### src/rtl/vc_fifo_if.sv
// vc_fifo_if: push/pop handshake and status bundle between a virtual-channel
// FIFO (slave) and the logic that feeds and drains it (master).
interface vc_fifo_if #(
  parameter int DATA_WIDTH = 6
);
  logic                  push;
  logic [DATA_WIDTH-1:0] data_in;
  logic                  pop;
  logic [DATA_WIDTH-1:0] data_out;
  logic                  empty;
  logic                  full;
  logic                  almost_full;
  logic                  almost_empty;
  logic                  error;

  modport master (
    output push, data_in, pop,
    input  data_out, empty, full, almost_full, almost_empty, error
  );

  modport slave (
    input  push, data_in, pop,
    output data_out, empty, full, almost_full, almost_empty, error
  );
endinterface

### src/rtl/vc_fifo.sv
// vc_fifo: per-virtual-channel word FIFO in the transmit path.
// Flags are decoded from a registered occupancy count; read data and error are
// registered. Build option: define VC_FIFO_STICKY_ERROR_EN to make `error`
// latch until reset; otherwise it pulses for one cycle per offending request.
module vc_fifo #(
  parameter int DATA_WIDTH      = 6,
  parameter int ADDR_WIDTH      = 2,
  parameter int ALMOST_FULL_TH  = 3,
  parameter int ALMOST_EMPTY_TH = 1
) (
  input  logic        clk,
  input  logic        reset,
  vc_fifo_if.slave    fifo
);

  localparam int DEPTH = 1 << ADDR_WIDTH;
  localparam logic [ADDR_WIDTH:0]   DEPTH_C  = (ADDR_WIDTH+1)'(DEPTH);
  localparam logic [ADDR_WIDTH:0]   AF_TH_C  = (ADDR_WIDTH+1)'(ALMOST_FULL_TH);
  localparam logic [ADDR_WIDTH:0]   AE_TH_C  = (ADDR_WIDTH+1)'(ALMOST_EMPTY_TH);
  localparam logic [ADDR_WIDTH:0]   CNT_ONE_C = (ADDR_WIDTH+1)'(1);
  localparam logic [ADDR_WIDTH-1:0] PTR_ONE_C = ADDR_WIDTH'(1);

  logic [DATA_WIDTH-1:0] mem_q [DEPTH];
  logic [ADDR_WIDTH-1:0] wr_ptr_q, wr_ptr_d;
  logic [ADDR_WIDTH-1:0] rd_ptr_q, rd_ptr_d;
  logic [ADDR_WIDTH:0]   count_q, count_d;
  logic [DATA_WIDTH-1:0] data_out_q, data_out_d;
  logic                  error_q, error_d;

  logic empty_s;
  logic full_s;
  logic push_ok_s;
  logic pop_ok_s;
  logic overflow_s;
  logic underflow_s;

  // Status decode and request qualification; a push into a full FIFO is only
  // legal when a pop frees a slot in the same cycle.
  always_comb begin
    empty_s     = (count_q == {(ADDR_WIDTH+1){1'b0}});
    full_s      = (count_q == DEPTH_C);
    pop_ok_s    = fifo.pop & ~empty_s;
    push_ok_s   = fifo.push & (~full_s | pop_ok_s);
    overflow_s  = fifo.push & full_s & ~pop_ok_s;
    underflow_s = fifo.pop & empty_s;
  end

  // Next-state for pointers, occupancy, read data and error flag.
  always_comb begin
    wr_ptr_d   = wr_ptr_q;
    rd_ptr_d   = rd_ptr_q;
    count_d    = count_q;
    data_out_d = data_out_q;
    error_d    = error_q;

    if (push_ok_s) begin
      wr_ptr_d = wr_ptr_q + PTR_ONE_C;
    end else begin
      wr_ptr_d = wr_ptr_q;
    end

    if (pop_ok_s) begin
      rd_ptr_d   = rd_ptr_q + PTR_ONE_C;
      data_out_d = mem_q[rd_ptr_q];
    end else begin
      rd_ptr_d   = rd_ptr_q;
      data_out_d = data_out_q;
    end

    case ({push_ok_s, pop_ok_s})
      2'b10:   count_d = count_q + CNT_ONE_C;
      2'b01:   count_d = count_q - CNT_ONE_C;
      default: count_d = count_q;
    endcase

`ifdef VC_FIFO_STICKY_ERROR_EN
    error_d = error_q | overflow_s | underflow_s;
`else
    error_d = overflow_s | underflow_s;
`endif
  end

  // Control and output registers with synchronous reset.
  always_ff @(posedge clk) begin
    if (reset) begin
      wr_ptr_q   <= {ADDR_WIDTH{1'b0}};
      rd_ptr_q   <= {ADDR_WIDTH{1'b0}};
      count_q    <= {(ADDR_WIDTH+1){1'b0}};
      data_out_q <= {DATA_WIDTH{1'b0}};
      error_q    <= 1'b0;
    end else begin
      wr_ptr_q   <= wr_ptr_d;
      rd_ptr_q   <= rd_ptr_d;
      count_q    <= count_d;
      data_out_q <= data_out_d;
      error_q    <= error_d;
    end
  end

  // Storage array; contents survive reset, writes are blocked while in reset.
  always_ff @(posedge clk) begin
    if (!reset && push_ok_s) begin
      mem_q[wr_ptr_q] <= fifo.data_in;
    end
  end

  assign fifo.data_out     = data_out_q;
  assign fifo.empty        = empty_s;
  assign fifo.full         = full_s;
  assign fifo.almost_full  = (count_q >= AF_TH_C);
  assign fifo.almost_empty = (count_q <= AE_TH_C);
  assign fifo.error        = error_q;

endmodule
### src/flat_wrapper.sv
// flat-port wrapper written by rule: the top's interface ports become plain ports
module vc_fifo_flat 
#(
  parameter int DATA_WIDTH      = 6,
  parameter int ADDR_WIDTH      = 2,
  parameter int ALMOST_FULL_TH  = 3,
  parameter int ALMOST_EMPTY_TH = 1
)
  (clk, reset, fifo_push, fifo_data_in, fifo_pop, fifo_data_out, fifo_empty, fifo_full, fifo_almost_full, fifo_almost_empty, fifo_error);
  vc_fifo_if #(.DATA_WIDTH(DATA_WIDTH)) fifo_i ();
  input  logic clk;
  input  logic reset;
  input wire logic [$bits(fifo_i.push)-1:0] fifo_push;
  input wire logic [$bits(fifo_i.data_in)-1:0] fifo_data_in;
  input wire logic [$bits(fifo_i.pop)-1:0] fifo_pop;
  output wire logic [$bits(fifo_i.data_out)-1:0] fifo_data_out;
  output wire logic [$bits(fifo_i.empty)-1:0] fifo_empty;
  output wire logic [$bits(fifo_i.full)-1:0] fifo_full;
  output wire logic [$bits(fifo_i.almost_full)-1:0] fifo_almost_full;
  output wire logic [$bits(fifo_i.almost_empty)-1:0] fifo_almost_empty;
  output wire logic [$bits(fifo_i.error)-1:0] fifo_error;
  assign fifo_i.push = fifo_push;
  assign fifo_i.data_in = fifo_data_in;
  assign fifo_i.pop = fifo_pop;
  assign fifo_data_out = fifo_i.data_out;
  assign fifo_empty = fifo_i.empty;
  assign fifo_full = fifo_i.full;
  assign fifo_almost_full = fifo_i.almost_full;
  assign fifo_almost_empty = fifo_i.almost_empty;
  assign fifo_error = fifo_i.error;
  vc_fifo #(.DATA_WIDTH(DATA_WIDTH), .ADDR_WIDTH(ADDR_WIDTH), .ALMOST_FULL_TH(ALMOST_FULL_TH), .ALMOST_EMPTY_TH(ALMOST_EMPTY_TH)) u_core (.clk(clk), .reset(reset), .fifo(fifo_i));
endmodule
### config.mk
export PLATFORM = sky130hd
export DESIGN_NAME = vc_fifo_flat
export DESIGN_NICKNAME = d
export VERILOG_FILES = /design/src/rtl/vc_fifo_if.sv /design/src/rtl/vc_fifo.sv /design/src/flat_wrapper.sv
export SDC_FILE = /design/constraint.sdc
export NUM_CORES = 1
export LEC_CHECK = 0
export ABC_AREA = 1
export BUFFER_PORTS_ARGS = -buffer_cell sky130_fd_sc_hd__buf_2
export CAP_MARGIN = 20
export CORE_MARGIN = 1.5
export CORE_UTILIZATION = 56
export CTS_CLUSTER_SIZE = 40
export DETAILED_ROUTE_END_ITERATION = 8
export GPL_ROUTABILITY_DRIVEN = 1
export GPL_TIMING_DRIVEN = 0
export PLACE_DENSITY = 0.82
export SYNTH_ARGS = -nofsm -noshare
export SYNTH_HDL_FRONTEND = slang
export SYNTH_SLANG_ARGS = --single-unit
### constraint.sdc
create_clock -name clk -period 2.3 [get_ports clk]
set_input_delay 0.115 -clock clk [delete_from_list [all_inputs] [get_ports clk]]
set_output_delay 0.115 -clock clk [all_outputs]
set_load 0.05 [all_outputs]
# Word-level counts from Yosys, hierarchy flattened

Memories as Yosys holds them, arrays and structs flattened. A register that Yosys moved wholly into a read port is not among the register bits.
Index checks and enable logic that the tools add are counted.

ROM bits: 0
Flip-flop bits (word level): 8
Latch bits: 0
Memories: 1
Word-level logic and storage cells: 31
Memory bits (writable): 24
Bits of input ports: 10
Output and inout bits: 11

Reductions and logical operators: 4
Equality and inequality tests: 3
Divide/modulo/power cells: 0
$lt $le $gt $ge: 2
Shifts and indexed selects: 0
Bitwise logic cells: 10
Multiply operators: 0
Mux-type cells: 3
$add $sub $neg: 4

Memory list:

| name         | depth | width | read ports | clocked after Yosys merged registers in | write ports | RTL line      | source |
|---|---|---|---|---|---|---|---|
| u_core.mem_q | 4     | 6     | 1          | 1                                       | 1           | vc_fifo.sv:23 | `logic [DATA_WIDTH-1:0] mem_q [DEPTH];` |

Operators by type and width:

| operator              | number |
|---|---|
| $pmux W3 S2           | 1 |
| $and A1 B1 Y1         | 5 |
| $add A2 B1 Y2 const B | 2 |
| $add A3 B1 Y3 const B | 1 |
| $eq A3 B3 Y1 const B  | 1 |
| $ge A3 B2 Y1 const B  | 1 |
| $le A3 B1 Y1 const B  | 1 |
| $logic_not A3 Y1      | 1 |
| $not A1 Y1            | 3 |
| $sub A3 B1 Y3 const B | 1 |
| $eq A2 B1 Y1 const B  | 1 |
| $eq A2 B2 Y1 const B  | 1 |
| $mux W1               | 2 |
| $or A1 B1 Y1          | 2 |
| $reduce_bool A2 Y1    | 1 |
| $logic_and A1 B1 Y1   | 1 |
| $logic_not A1 Y1      | 1 |

# Logic depth before layout (Yosys ltp)

Gate-level depths: netlist (run 1).

Depth after elaboration: 8
Mapped depth: 11
Mapped depth without buffers: 11

# Worst setup path before layout (run 1)

Ideal clock, no wire load.

Path kind: flip-flop to flip-flop
Start: register u_core.count_q[0]
End: memory u_core.mem_q[0][0] (enable)
Cell stages (with the launch flop): 8
Buffers on the path: 0
Setup slack: 0.597 ns
Required time: 1.950 ns
Setup time: 0.350 ns
Data arrival time: 1.353 ns
Period minus slack after synthesis: 1.703 ns
Path through: dfxtp_1 > inv_1 > ha_1 > nand2_1 > nor2_1 > nor2_2 > nand2_2 > nor2_1

Cells in the longest elaborated chain, start to end: 8
Elaborated cells between the ends (all ways): 10
Classes of those cells: 1 x eq/ne; 2 x mux; 5 x bitwise; 2 x reduce/logical

Ends and longest elaborated chain:

| item                            | RTL line       | source |
|---|---|---|
| start: declaration              | vc_fifo.sv:26  | `logic [ADDR_WIDTH:0] count_q, count_d;` |
| start signal: assignment        | vc_fifo.sv:88  | `count_q <= {(ADDR_WIDTH+1){1'b0}};` |
| start signal: assignment        | vc_fifo.sv:94  | `count_q <= count_d;` |
| $logic_not A3 Y1                | vc_fifo.sv:40  | `empty_s = (count_q == {(ADDR_WIDTH+1){1'b0}});` |
| $not A1 Y1                      | vc_fifo.sv:42  | `pop_ok_s = fifo.pop & ~empty_s;` |
| $and A1 B1 Y1                   | vc_fifo.sv:42  |  |
| $or A1 B1 Y1 *                  | vc_fifo.sv:43  | `push_ok_s = fifo.push & (~full_s \| pop_ok_s);` |
| $and A1 B1 Y1 *                 | vc_fifo.sv:43  |  |
| $logic_and A1 B1 Y1 *           | vc_fifo.sv:102 | `if (!reset && push_ok_s) begin` |
| $mux W1 *                       | vc_fifo.sv:102 |  |
| $mux W1 (implied by the code) * | vc_fifo.sv:103 | `mem_q[wr_ptr_q] <= fifo.data_in;` |
| end: declaration                | vc_fifo.sv:23  |  |

Mark *: on every way between the ends. The rest lies on a longest branch, timed or not.

# Worst setup path in the final report (run 1)

Start: register u_core.count_q[0]
End: memory u_core.mem_q[1][1] (enable)

Same word-level chain as after synthesis.

==> metrics.md, run 1 <==
| Metric | Value |
|---|---|
| Status | finished, final reports clean |
| Clock Sinks | 38 |
| First-pass GRT wire length | slightly above 5000 um |
| Multi-input gate area in the final layout | 609.3 um^2 |
| Synthesized area | roughly 1800 um^2 |
| Worst hold path class | in -> reg |
| CP max stage cell | nor2_1 |
| Total GRT Usage | 20.92% |
| DR top layer | met4 |
| Synthesized flop and latch total | 38 |
| Die X-Extent | between 50 and 60 um |
| Worst Setup End Kind | flip-flop |
| Area after DPL | ~1900 um^2 |
| H-tree depth | 2 |
| VDD IR max | 692.6 uV |
| Sw Ratio | 42.15% |
| Cts bufs inserted | 5 |
| Final Cell Area | around 2100 um^2 |
| Die Ht | 58.91 um |
| Setup crit start kind | flip-flop |
| Layout Skew | 0.008429 ns |
| Metal-1 WL | 1374 um |
| Fin Setup TNS | 0 ns |
| Cell area power density | between 1000 and 1500 nW/um^2 |
| Net Switching | 1.072 mW |
| WL met2 | 1519 um |
| HPWL after DPL | approximately 2200 um |
| Drt drc | 0 |
| Count of routing violations after the opening detailed-route iteration | roughly 60 |
| Largest area contributor in the netlist | edfxtp_1 |
| Post-Synthesis Net Count | 204 |
| Buffers on Ports | 20 |
| Tcrit/Tclk final | 89.48% |
| Share of the synthesized area in the top cell type | between 40% and 50% |
| Static Leak | 0.9488 nW |
| Crit path top cell by count | nor2_1 |
| Area growth syn-to-layout | 17.87% |
| WL/cell | 12.22 um |
| Pint | 1.472 mW |
| Layout cell share with drive strength beyond 1 | 21.46% |
| Max FO, Critical Path | 6 |
| Total Power Consumption | 2.544 mW |
| Met3 wire length | 125 um |
| Slew @ Worst Pin | 0.5870 ns |
| Initial core utilization | about three fifths |
| Vias | 1274 |
| Crit-path max cell delay | 0.46 ns |
| Largest cells by area after synthesis | edfxtp_1 (41%), dfxtp_1 (16%), nand2_1 (11%), ha_1 (7.1%), inv_1 (4.9%) |
| Critical Path, Cell by Cell | inv_1 > ha_1 > nand2_1 > nor2_1 > nor2_2 > nand2_2 > nor2_1 |
| Vias per cell | 5.056 |
| FP Rows | 20 |
| Root Buffer | clkbuf_4 |
| Clock transition at path regs | 0.11 ns |
| Commonest non-fill, non-tap cell in the layout | nand2_1 |
| Fillers | 239 |
| Register area | 1001 um^2 |
| Vias in the first global route | around 1200 |
| Pre-antenna DRT Iters | 4 |
| Fin crit period | 2.058 ns |
| CP required | 2.29 ns |
| Cell variety after synth | 20 |
| Total grt overflow | 0 |
| Die ar. | 3470 um^2 |
| Syn avg cell area | 9.513 um^2 |
| Post-Synthesis Cells | ~180 |
| Largest net degree at the start of global routing | 13 |
| Share of total power in combinational logic | 43.2% |
| Post-place setup slack | 0.2253 ns |
| Placer congestion estimate | 0.7572 |
| DRT antenna net count | 0 |
| Clk buf depth | 2 |
| Fmax achieved | 485.9 MHz |
| Max-cap violation count | 0 |
| Critical path data arrival time | approximately 2 ns |
| Crit Path Class | reg -> reg |
| Nets | roughly 240 |
| Antenna fix cells | 0 |
| Top-level I/O count | 21 |
| Final hold violations | 0 |
| Max-slew violations | 0 |
| Clock power frac | 21.8% |
| Register area share after synthesis | 57.18% |
| Drt total wl | between 3000 and 4000 um |
| Slew headroom | around three fifths |
| Endpoints failing setup | 0 |
| Reg power frac | 35.0% |
| Placeable Area | 3003 um^2 |
| Initial antenna violation count | 0 |
| RSZ-0062 raised after global routing | false |
| CTS tree | built |
| Final worst slack | 0.2419 ns |
| Clock latency on the worst-skew pair | about 0.34 ns |
| YS warnings | 0 |
| Most frequent cells in the layout | nand2_1 (51), edfxtp_1 (24), inv_1 (23) |
==> state kept, by name (all words and copies together) (netlist names) <==
register	count
u_core.count_q	3
u_core.fifo.data_out	6
u_core.wr_ptr_q	2
u_core.rd_ptr_q	2
u_core.mem_q	24
u_core.fifo.error	1
==> layout make-up <==
class / instances / area share [%]
sequential: 38 / 48.51
multi-input combinational: 114 / 29.53
timing repair buffer: 27 / 8.247
inverter: 28 / 5.215
clock inverter: 3 / 3.093
tap: 33 / 2.001
clock buffer: 5 / 1.819
buffer: 4 / 1.577
==> critical path, delay by kind of cell, from the launching register on <==
| kind | cells | cell delay [ns] |
|---|---|---|
| adder cells (fa/ha/maj) | 1 | 0.27 |
| AND/OR/NAND/NOR | 5 | 0.93 |
| buffers and inverters | 1 | 0.12 |
| flip-flops | 1 | 0.38 |
==> cells in the mapped netlist <==
library cell and instances:
dfxtp_1 14, nand2_1 51, nor2_1 13, buf_2 2, buf_6 2, nand2_2 1, inv_4 1, nand3_1 16
ha_1 10, nand2_4 2, o21ai_1 1, inv_1 23, xor2_1 1, o21ai_0 4, edfxtp_1 24, nand4_1 1
a21oi_2 6, nor2_2 2, a21oi_1 6, inv_2 4
==> metrics by stage <==
stage          utilization, %  std cells  hold slack, ns
6_report                68.71        252         0.05968
5_1_grt                 68.71        252         0.06579
2_1_floorplan               -        184          0.1819
3_5_place_dp            63.00        237          0.3199
3_3_place_gp            63.00        237          0.3173
4_1_cts                 68.71        252         0.05005
==> routing by layer <==
layer | up-vias | track usage [%]
met4 | 0 | 9.740
met1 | 584 | 25.66
met2 | 28 | 34.60
li1 | 654 | -
met3 | 8 | 5.275
met5 | - | 0
==> power groups by stage <==
stage	sequential (mW)	clock, mW	combinational (mW)
6_report	0.891	0.554	1.10
5_1_grt	0.904	0.587	1.22
4_1_cts	0.890	0.564	1.10
3_5_place_dp	0.906	0	1.09
3_3_place_gp	0.901	0	1.07
2_1_floorplan	1.03	0	0.739
==> cell families after synthesis <==
kind of cell               after synthesis  synth area share, %
and+or+nand+nor                         86                21.02
DFF                                     38                57.18
buffers and inverters                   32                8.005
AOI/OAI and AO/OA                       17                6.147
adders and majority gates               10                7.148
xor gates and xnor gates                 1               0.5004
==> what timing repair did <==
item,CTS,global route
setup buffers,0,0
hold endpoints to repair,25,0
hold buffers,7,0
resized for setup,0,0
==> path summary, 6_finish.rpt <==
path	startpoint	cells after the start	end	slack (ns)
hold / removal	fifo_push	4	u_core.wr_ptr_q[0]	0.06
setup reg to reg	u_core.count_q[0]	7	u_core.mem_q[1][1]	0.24
setup / recovery	u_core.count_q[0]	7	u_core.mem_q[1][1]	0.24
hold reg to reg	u_core.fifo.data_out[1]	4	u_core.fifo.data_out[1]	0.53
Power figures use the tool's default switching activity.
==> inputs of run 2 (changes only) <==
--- a/config.mk
+++ b/config.mk
@@ -15,6 +15,7 @@
 export GPL_ROUTABILITY_DRIVEN = 1
 export GPL_TIMING_DRIVEN = 0
 export PLACE_DENSITY = 0.82
+export RECOVER_POWER = 25
 export SYNTH_ARGS = -nofsm -noshare
 export SYNTH_HDL_FRONTEND = slang
 export SYNTH_SLANG_ARGS = --single-unit
==> run 2 against run 1 <==
- flip-flop and latch count is the same
- core utilization shrank 0.21 points
- sequential power is essentially flat
- largest cell class unchanged
==> metrics.md, run 2 (synthesis gave the netlist of run 1 again) <==
| Metric | Value |
|---|---|
| Placer congestion estimate | 0.7572 (unchanged) |
| Fmax achieved | 486.1 MHz (about the same) |
| Hold_sp | fifo_push |
| R2R Setup Slk | 0.24 ns (about the same) |
| Slew @ Worst Pin | 0.5856 ns (-0.001387 ns) |
| Cts bufs inserted | 5 (unchanged) |
| HPWL after DPL | 2160 um (unchanged) |
| R2R Path End | u_core.mem_q[1][1] |
| Area after DPL | 1892 um^2 (unchanged) |
| Final hold violations | 0 (unchanged) |
| Commonest non-fill, non-tap cell in the layout | nand2_1 |
| Root Buffer | clkbuf_4 |
| Max-cap violation count | 0 (unchanged) |
| Top-level I/O count | 21 (unchanged) |
| Most frequent cells in the layout | nand2_1 (51), edfxtp_1 (24), inv_1 (23) |
| R2R cell count | 7 (unchanged) |
| FP Rows | 20 (unchanged) |
| Largest reg by FF count | u_core.mem_q |
| Static Leak | 0.9350 nW (-1.5%) |
| Die X-Extent | 58.91 um (unchanged) |
| CTS tree | built |
| Placeable Area | 3003 um^2 (unchanged) |
| Setup crit start kind | flip-flop |
| Nets | 238 (unchanged) |
| Fin Setup TNS | 0 ns (unchanged) |
| Die ar. | 3470 um^2 (unchanged) |
| Critical path data arrival time | 2.05 ns (about the same) |
| Tcrit/Tclk final | 89.44% (about the same) |
| DRT antenna net count | 0 (unchanged) |
| Count of routing violations after the opening detailed-route iteration | 60 (+1.7%) |
| Initial core utilization | 58.29% (unchanged) |
| RSZ-0062 raised after global routing | false |
| WL/cell | 12.21 um (about the same) |
| Endpoints failing setup | 0 (unchanged) |
| Total Power Consumption | 2.543 mW (about the same) |
| Max FO, Critical Path | 6 (unchanged) |
| Max reg flops | 24 (unchanged) |
| Layout cell share with drive strength beyond 1 | 19.18% (-2.3 points) |
| Final Cell Area | 2057 um^2 (-0.30%) |
| Total grt overflow | 0 (unchanged) |
| Clk buf depth | 2 (unchanged) |
| Clock transition at path regs | 0.11 ns (about the same) |
| Worst hold path class | in -> reg |
| Vias | 1273 (-0.078%) |
| Status | finished, final reports clean |
| Crit Path Class | reg -> reg |
| VDD IR max | 692.6 uV (about the same) |
| Layout Skew | 0.008329 ns (-0.0001007 ns) |
| Vias in the first global route | 1169 (unchanged) |
| Vias per cell | 5.052 (about the same) |
| CP required | 2.29 ns (about the same) |
| Antenna fix cells | 0 (unchanged) |
| Final worst slack | 0.2429 ns (+0.001052 ns) |
| Worst Setup End Kind | flip-flop |
| Largest net degree at the start of global routing | 13 (unchanged) |
| Drt drc | 0 (unchanged) |
| Die Ht | 58.91 um (unchanged) |
| Pre-antenna DRT Iters | 4 (unchanged) |
| Reg-to-reg startpoint | u_core.count_q[0] |
| Post-place setup slack | 0.2253 ns (unchanged) |
| Drt total wl | 3076 um (about the same) |
| Fillers | 241 (+0.84%) |
| Max-slew violations | 0 (unchanged) |
| Initial antenna violation count | 0 (unchanged) |
| Fin crit period | 2.057 ns (-0.001052 ns) |
| Postcts setup bufs | 0 (unchanged) |
| Total GRT Usage | 20.92% (unchanged) |
| Buffers on Ports | 20 (unchanged) |
| First-pass GRT wire length | 5195 um (unchanged) |
| Slew headroom | 60.81% (+0.093 points) |
| Clock latency on the worst-skew pair | 0.34 ns (about the same) |
| Cell area power density | 1236 nW/um^2 (+0.25%) |
| Hold Path Cell Cnt | 4 (unchanged) |
| Area growth syn-to-layout | 17.51% |
| Clock Sinks | 38 (unchanged) |
| H-tree depth | 2 (unchanged) |
| Worst Hold Path EP | u_core.wr_ptr_q[0] |
[run 2: layer usage]
layer	wire length (um)	vias up	global-route usage [%]
met5	0	-	0
met4	59	0	9.740
met3	128	8	5.275
met2	1518	30	34.60
met1	1369	581	25.66
li1	-	654	-
[run 2: layout make-up]
cell class | count | area (um^2) | share of cell area (%)
inverter | 28 | 107.6 | 5.231
clock buffer | 5 | 37.54 | 1.825
tap | 33 | 41.29 | 2.007
buffer | 4 | 32.53 | 1.582
timing repair buffer | 27 | 163.9 | 7.968
clock inverter | 3 | 63.81 | 3.102
sequential | 38 | 1001 | 48.66
multi-input combinational | 114 | 609.3 | 29.62
[run 2: what timing repair did]
item                       4_1_cts  5_1_grt
resized for setup                0        0
setup endpoints to repair        0        0
hold endpoints to repair        25        0
hold buffers                     7        0
[run 2: worst max path at each step]
stage                            startpoint                 end  slack [ns]
after global placement    u_core.count_q[0]  u_core.mem_q[0][4]        0.27
after floorplan           u_core.count_q[0]  u_core.mem_q[0][0]        0.60
after global routing      u_core.count_q[0]  u_core.mem_q[1][5]        0.08
after CTS                 u_core.count_q[0]  u_core.mem_q[1][2]        0.22
after detailed placement  u_core.count_q[0]  u_core.mem_q[1][4]        0.23
final                     u_core.count_q[0]  u_core.mem_q[1][1]        0.24
[run 2: critical path: stages, from the launching register on]
cell and delay, ns:
dfxtp_1 0.38, inv_1 0.12, ha_1 0.27, nand2_1 0.14, nor2_1 0.06, nor2_2 0.17
nand2_2 0.10, nor2_1 0.46
[run 2: through the flow]
step / hold WS (ns) / util [%] / std cells
final: 0.05968 / 68.50 / 252
after global routing: 0.06579 / 68.50 / 252
after CTS: 0.05005 / 68.71 / 252
after detailed placement: 0.3199 / 63.00 / 237
after global placement: 0.3173 / 63.00 / 237
after floorplan: 0.1819 / - / 184
[run 2: power breakdown]
part	total, mW	switching, mW	internal (mW)	leakage, nW
Clock	0.554	0.219	0.335	0.0528
Sequential	0.891	0.0663	0.824	0.334
Combinational	1.10	0.787	0.311	0.548
